**src/rtl/approx_mul_error_monitor_if.sv**
```systemverilog
// rtl/approx_mul_error_monitor_if.sv - bundle of sweep control, multiplier and result signals
//
// Purpose: groups everything between the error monitor and its environment.
//   master modport: the monitor (drives operands and results, consumes start/product)
//   slave modport : the environment (drives start and product, observes the rest)
// Signals:
//   start    sweep request           busy/done  sweep status
//   a_o/b_o  operands to multiplier  approx_i   product from multiplier
//   max_err/err_cnt/sum_err/viol/fail_idx       accumulated results
interface approx_mul_error_monitor_if #(
  parameter int IN_W  = 2,
  parameter int OUT_W = 4,
  parameter int CNT_W = 16,
  parameter int SUM_W = 24
);
  logic                start;
  logic [IN_W-1:0]     a_o;
  logic [IN_W-1:0]     b_o;
  logic [OUT_W-1:0]    approx_i;
  logic                busy;
  logic                done;
  logic [OUT_W-1:0]    max_err;
  logic [CNT_W-1:0]    err_cnt;
  logic [SUM_W-1:0]    sum_err;
  logic                viol;
  logic [2*IN_W-1:0]   fail_idx;

  modport master (
    input  start, approx_i,
    output a_o, b_o, busy, done, max_err, err_cnt, sum_err, viol, fail_idx
  );

  modport slave (
    output start, approx_i,
    input  a_o, b_o, busy, done, max_err, err_cnt, sum_err, viol, fail_idx
  );
endinterface

```
**src/rtl/approx_mul_error_monitor.sv**
```systemverilog
// rtl/approx_mul_error_monitor.sv - exhaustive error characterisation of an approximate multiplier
//
// Purpose: sweeps every {b,a} operand pair into a combinational approximate
//   multiplier, compares each product against the exact product and
//   accumulates max |error|, nonzero-error count, error sum, and a sticky
//   threshold violation with the index of the first violating pair.
// Ports:
//   clk   rising-edge clock
//   rst   synchronous active-high reset
//   bus   approx_mul_error_monitor_if.master (start, a_o, b_o, approx_i,
//         busy, done, max_err, err_cnt, sum_err, viol, fail_idx)
module approx_mul_error_monitor #(
  parameter int IN_W  = 2,
  parameter int OUT_W = 4,
  parameter int ET    = 4,
  parameter int CNT_W = 16,
  parameter int SUM_W = 24
) (
  input  logic                        clk,
  input  logic                        rst,
  approx_mul_error_monitor_if.master  bus
);
  localparam int IDX_W = 2 * IN_W;

  if (OUT_W != 2 * IN_W) begin : g_bad_width
    $error("approx_mul_error_monitor: OUT_W must equal 2*IN_W");
  end

  localparam logic [1:0] S_IDLE  = 2'd0;
  localparam logic [1:0] S_SWEEP = 2'd1;
  localparam logic [1:0] S_DRAIN = 2'd2;
  localparam logic [1:0] S_DONE  = 2'd3;

  localparam logic [OUT_W-1:0] ET_V = OUT_W'(ET);

  logic [1:0]        state;
  logic [IDX_W-1:0]  idx;
  logic              drain_cnt;

  // stage 1 registers
  logic              v1;
  logic [OUT_W-1:0]  s1_approx;
  logic [OUT_W-1:0]  s1_exact;
  logic [IDX_W-1:0]  s1_idx;

  // results
  logic [OUT_W-1:0]  max_err;
  logic [CNT_W-1:0]  err_cnt;
  logic [SUM_W-1:0]  sum_err;
  logic              viol;
  logic [IDX_W-1:0]  fail_idx;

  logic              sweeping;
  logic [IN_W-1:0]   a_c;
  logic [IN_W-1:0]   b_c;
  logic [OUT_W-1:0]  exact_c;
  logic [OUT_W-1:0]  err_c;
  logic [SUM_W:0]    sum_ext;

  assign sweeping = (state == S_SWEEP);

  // operands are forced to zero outside the sweep so the multiplier sees a quiet bus
  assign a_c = sweeping ? idx[IN_W-1:0]     : '0;
  assign b_c = sweeping ? idx[IDX_W-1:IN_W] : '0;

  assign exact_c = {{(OUT_W-IN_W){1'b0}}, a_c} * {{(OUT_W-IN_W){1'b0}}, b_c};

  // absolute difference without wrap
  assign err_c = (s1_exact >= s1_approx) ? (s1_exact - s1_approx)
                                         : (s1_approx - s1_exact);

  // one extra bit catches the carry used for saturation
  assign sum_ext = {1'b0, sum_err} + {{(SUM_W+1-OUT_W){1'b0}}, err_c};

  always_ff @(posedge clk) begin
    if (rst) begin
      state     <= S_IDLE;
      idx       <= '0;
      drain_cnt <= 1'b0;
      v1        <= 1'b0;
      s1_approx <= '0;
      s1_exact  <= '0;
      s1_idx    <= '0;
      max_err   <= '0;
      err_cnt   <= '0;
      sum_err   <= '0;
      viol      <= 1'b0;
      fail_idx  <= '0;
    end else begin
      v1 <= sweeping;
      if (sweeping) begin
        s1_approx <= bus.approx_i;
        s1_exact  <= exact_c;
        s1_idx    <= idx;
      end

      if (v1) begin
        if (err_c > max_err) max_err <= err_c;
        if (err_c != '0 && err_cnt != '1) err_cnt <= err_cnt + 1'b1;
        sum_err <= sum_ext[SUM_W] ? '1 : sum_ext[SUM_W-1:0];
        if (err_c > ET_V && !viol) begin
          viol     <= 1'b1;
          fail_idx <= s1_idx;
        end
      end

      case (state)
        S_IDLE: begin
          // v1 is always low here, so clearing cannot race an accumulation
          if (bus.start) begin
            idx      <= '0;
            max_err  <= '0;
            err_cnt  <= '0;
            sum_err  <= '0;
            viol     <= 1'b0;
            fail_idx <= '0;
            state    <= S_SWEEP;
          end
        end
        S_SWEEP: begin
          idx <= idx + 1'b1;
          if (idx == '1) begin
            drain_cnt <= 1'b0;
            state     <= S_DRAIN;
          end
        end
        S_DRAIN: begin
          drain_cnt <= 1'b1;
          if (drain_cnt) state <= S_DONE;
        end
        default: state <= S_IDLE;
      endcase
    end
  end

  assign bus.a_o      = a_c;
  assign bus.b_o      = b_c;
  assign bus.busy     = sweeping || (state == S_DRAIN);
  assign bus.done     = (state == S_DONE);
  assign bus.max_err  = max_err;
  assign bus.err_cnt  = err_cnt;
  assign bus.sum_err  = sum_err;
  assign bus.viol     = viol;
  assign bus.fail_idx = fail_idx;
endmodule

```
**src/flat_wrapper.sv**
```systemverilog
// flat-port wrapper written by rule: the top's interface ports become plain ports
module approx_mul_error_monitor_flat 
#(
  parameter int IN_W  = 2,
  parameter int OUT_W = 4,
  parameter int ET    = 4,
  parameter int CNT_W = 16,
  parameter int SUM_W = 24
)
  (clk, rst, bus_start, bus_approx_i, bus_a_o, bus_b_o, bus_busy, bus_done, bus_max_err, bus_err_cnt, bus_sum_err, bus_viol, bus_fail_idx);
  approx_mul_error_monitor_if #(.IN_W(IN_W), .OUT_W(OUT_W), .CNT_W(CNT_W), .SUM_W(SUM_W)) bus_i ();
  input  logic clk;
  input  logic rst;
  input wire logic [$bits(bus_i.start)-1:0] bus_start;
  input wire logic [$bits(bus_i.approx_i)-1:0] bus_approx_i;
  output wire logic [$bits(bus_i.a_o)-1:0] bus_a_o;
  output wire logic [$bits(bus_i.b_o)-1:0] bus_b_o;
  output wire logic [$bits(bus_i.busy)-1:0] bus_busy;
  output wire logic [$bits(bus_i.done)-1:0] bus_done;
  output wire logic [$bits(bus_i.max_err)-1:0] bus_max_err;
  output wire logic [$bits(bus_i.err_cnt)-1:0] bus_err_cnt;
  output wire logic [$bits(bus_i.sum_err)-1:0] bus_sum_err;
  output wire logic [$bits(bus_i.viol)-1:0] bus_viol;
  output wire logic [$bits(bus_i.fail_idx)-1:0] bus_fail_idx;
  assign bus_i.start = bus_start;
  assign bus_i.approx_i = bus_approx_i;
  assign bus_a_o = bus_i.a_o;
  assign bus_b_o = bus_i.b_o;
  assign bus_busy = bus_i.busy;
  assign bus_done = bus_i.done;
  assign bus_max_err = bus_i.max_err;
  assign bus_err_cnt = bus_i.err_cnt;
  assign bus_sum_err = bus_i.sum_err;
  assign bus_viol = bus_i.viol;
  assign bus_fail_idx = bus_i.fail_idx;
  approx_mul_error_monitor #(.IN_W(IN_W), .OUT_W(OUT_W), .ET(ET), .CNT_W(CNT_W), .SUM_W(SUM_W)) u_core (.clk(clk), .rst(rst), .bus(bus_i));
endmodule
```
**config.mk**
```make
export PLATFORM = sky130hd
export DESIGN_NAME = approx_mul_error_monitor_flat
export DESIGN_NICKNAME = d
export VERILOG_FILES = /design/src/rtl/approx_mul_error_monitor_if.sv /design/src/rtl/approx_mul_error_monitor.sv /design/src/flat_wrapper.sv
export SDC_FILE = /design/constraint.sdc
export NUM_CORES = 1
export LEC_CHECK = 0
export BUFFER_PORTS_ARGS = -buffer_cell sky130_fd_sc_hd__buf_2
export CAP_MARGIN = 20
export CORE_MARGIN = 2
export CORE_UTILIZATION = 51
export DETAILED_ROUTE_END_ITERATION = 10
export GPL_TIMING_DRIVEN = 0
export PLACE_DENSITY = 0.76
export SYNTH_ARGS = -nofsm -noshare
export SYNTH_HDL_FRONTEND = slang
export SYNTH_SLANG_ARGS = --single-unit
```
**constraint.sdc**
```tcl
create_clock -name clk -period 3.17 [get_ports clk]
set_input_delay 0.634 -clock clk [delete_from_list [all_inputs] [get_ports clk]]
set_output_delay 0.634 -clock clk [all_outputs]
set_load 0.02 [all_outputs]
```
==> flow_summary.toml <==
[synth]
synth_top_family_by_area = "simple AND/OR/NAND/NOR gates"
synth_fp_nets = 479
synthAdderAreaFrac = 0.0924
synth-simple-area-share = 0.232
synthMuxAreaShare = 0.0425
ys_warn_count = 0
synthXorXnorAreaFrac = 0.0233
synth-edff-count = 0
netlist_instances = 446
async_flop_share = 0
syn_area_per_cell_um2 = 8.44
yosysSeqAreaShare = 0.367
synth_ff_type = "dfxtp_1"
netlist_area_um2 = 3760
yosysUniqueCellTypes = 56
synth-compound-area-share = 0.200
synth-seq-cells = 69

[detailed_routing]
drtAntennaViolNets = 0
wire_per_inst_um = 15.2
vias = 3703
drc = 0
vias_per_cell = 5.77
drt_iter0_drc = 148
firstDrtPassIters = 4
wirelength_mm = 9.79

[global_routing]
grt_util_all_layers = 0.229
grt_pass1_wl_mm = 15.3
grt_max_degree = 13
grt_overflow_total = 0
first_global_vias = 3348
antenna_found_initial = 0

[sta]
slew_headroom = 0.503
max_freq_mhz = 318
final-hold-violation-count = 0
fin_skew_ns = 0.0126
rsz0062_at_grt = "yes"
hold_slack_ns = 0.473
period_needed_ns = 3.15
setup_violations = 0
tns_ns = 0
drv_slew = 0
max_slew.worst_pin.slew_ns = 0.745
finalCritPeriodShare = 0.993

[clock_network]
ctsHoldBuffers = 0
cts_tree = "yes"
cts.clk_slew.worst_paths_ns = 0.07
cts-buffers-inserted = 9
cts_max_level = 3
cts_root_buf = "clkbuf_8"
clock-sinks = 69
clockBufferDepth = 2
clk-insertion-delay-late_ns = 0.36

[final_layout]
final_cells = 642
drive_gt1_frac = 0.280
multi_input_area_um2 = 2500
seqCellArea_um2 = 1390
nFillCells = 623
num_antenna_cells = 0
area_growth_pct = 28.0
fin_nets = 571

[worst_setup_path]
cpMostUsedCell = "inv_2"
max_stage_delay_ns = 0.43
critPathBufInv = 3
criticalPathCategory = "reg -> reg"
crit_fanout = 5
crit_slowest_cell = "fa_2"
endpoint_kind = "flip-flop"
worstPathArrival_ns = 3.42
crit_path_cell_trace = "inv_2, ha_4, inv_2, fa_2, a21oi_2, o211a_1, a21o_1, inv_2, fa_2, nor2b_2, o21ai_2, a21o_4, or3_4, and2_4, a211oi_2"
rrSetupSlack_ns = 0.02
crit_family = "compound AO/OA/AOI/OAI gates"
required_ns = 3.44
start_kind = "flip-flop"

[flow_run]
max_cap_viol_count = 0

[placement]
hpwlAfterDp_mm = 6.68
io_buffers = 61
place.gp.congestion = 0.887
dp.cells = 606

[die]
die_w_um = 89.9
num_io_pins = 62
die_h_um = 89.9
core-area_um2 = 7210
die-area_um2 = 8090
initial_core_util = 0.522
num_rows = 31

[power]
leakage_uw = 0.00194
p_seq_frac = 0.317
power.density_nw_per_um2 = 633
p_comb_frac = 0.460
swShare = 0.405
clock_power_share = 0.223
power_switching_uw = 1240
irDropWorstVdd_v = 0.000426
power.total_uw = 3050
p_int_uw = 1810

[status]
status = "complete, no violations"

[worst_hold_path]
hp-class = "reg -> reg"
-- worst min-delay path: cells and delay by family, from the launching register on --
| family | cells | cell delay [ns] |
|---|---|---|
| AO/OA/AOI/OAI | 1 | 0.05 |
| flip-flops | 1 | 0.32 |
| AND/OR/NAND/NOR | 1 | 0.06 |
-- cells in the mapped netlist (all sizes together) (2+ instances only) --
| cell type | count | area share |
|---|---|---|
| a211o | 2 | 0.0047 |
| a211oi | 5 | 0.010 |
| a21o | 5 | 0.010 |
| a21oi | 53 | 0.070 |
| a22oi | 2 | 0.0040 |
| a31oi | 3 | 0.0050 |
| and2 | 8 | 0.013 |
| and3 | 17 | 0.028 |
| and4 | 4 | 0.0093 |
| buf | 5 | 0.0060 |
| clkbuf | 10 | 0.010 |
| dfxtp | 69 | 0.37 |
| fa | 3 | 0.016 |
| ha | 23 | 0.076 |
| inv | 27 | 0.027 |
| mux2i | 16 | 0.043 |
| nand2 | 20 | 0.020 |
| nand2b | 2 | 0.0033 |
| nand3 | 21 | 0.029 |
| nand3b | 2 | 0.0040 |
| nand4 | 12 | 0.020 |
| nor2 | 38 | 0.038 |
| nor2b | 5 | 0.0083 |
| nor3 | 11 | 0.015 |
| nor4 | 2 | 0.0050 |
| o211a | 2 | 0.0053 |
| o21a | 2 | 0.0040 |
| o21ai | 28 | 0.037 |
| o22ai | 2 | 0.0050 |
| o31ai | 3 | 0.0060 |
| o41ai | 3 | 0.0090 |
| or3 | 13 | 0.022 |
| or4 | 3 | 0.0060 |
| xnor2 | 6 | 0.014 |
| xor2 | 4 | 0.0093 |
-- sequential cells by signal, indices dropped and copies added (netlist names) --
signal,count
u_core.bus.sum_err,24
u_core.bus.err_cnt,16
u_core.bus.fail_idx,4
u_core.bus.max_err,4
u_core.idx,4
u_core.s1_approx,4
u_core.s1_exact,4
u_core.s1_idx,4
u_core.state,2
u_core.bus.viol,1
u_core.drain_cnt,1
u_core.v1,1
-- routing by layer --
layer | vias up | track usage | routed length, µm
met3 | 16 | 0.0411 | 463
met4 | 0 | 0.103 | 181
met1 | 1793 | 0.297 | 4400
li1 | 1822 | - | -
met2 | 72 | 0.376 | 4750
met5 | - | 0 | 0
-- per-stage QoR --
step,cell area (µm²),worst slack [ns],util
2_1_floorplan,3830,-0.00278,-
3_3_place_gp,4260,-0.390,0.590
3_5_place_dp,4260,-0.439,0.590
4_1_cts,4570,0.00805,0.634
5_1_grt,4820,-0.101,0.668
6_report,4820,0.0215,0.668
-- power groups by stage --
stage	combinational, µW	sequential (µW)	clock, µW
floorplan	855	991	0
global placement	1090	980	0
detailed placement	1130	984	0
CTS	1240	963	685
global route	1540	974	723
finish	1400	967	679
-- worst paths after layout --
path,start,to,cells after the start
worst min-delay path,u_core.s1_idx[1],u_core.bus.fail_idx[1],2
worst min register to register,u_core.s1_idx[1],u_core.bus.fail_idx[1],2
worst max-delay path,u_core.s1_exact[0],u_core.bus.sum_err[17],15
worst max register to register,u_core.s1_exact[0],u_core.bus.sum_err[17],15
-- logic make-up (layout without fill, tap and decap cells) --
logic type,after synthesis,count (layout)
DFF,69,69
buffers and inverters,42,138
xor gates and xnor gates,10,10
and+or+nand+nor,163,164
muxes,16,16
adders and majority gates,26,26
AOI/OAI and AO/OA,120,120
-- cells in the final DEF, fill, tap and decap left out, types with 17 or more instances in the layout --
| cell type | count |
|---|---|
| nand2_1 | 19 |
| a21oi_1 | 42 |
| ha_1 | 19 |
| buf_2 | 64 |
| dfxtp_1 | 65 |
| and3_1 | 17 |
| nor2_1 | 35 |
| inv_1 | 24 |
| nand3_1 | 20 |
| buf_4 | 17 |
| o21ai_0 | 26 |
-- what timing repair did --
| item | CTS | global route |
|---|---|---|
| endpoints found under the hold margin | 0 | 0 |
| pin swaps | 14 | 26 |
| gates resized for setup | 17 | 34 |
| setup buffers | 8 | 11 |
| gates cloned | 0 | 1 |
| endpoints found under the setup margin | 28 | 28 |
-- area by class of cell --
| type | instances | area share |
|---|---|---|
| clock buffers | 11 | 0.0314 |
| repair buffers | 80 | 0.0945 |
| inverters | 27 | 0.0210 |
| flip-flops and latches | 69 | 0.288 |
| plain buffers | 15 | 0.0125 |
| well taps | 99 | 0.0257 |
| multi-input cells | 336 | 0.520 |
| clock inverters | 5 | 0.00701 |
Power figures use the tool's default switching activity.
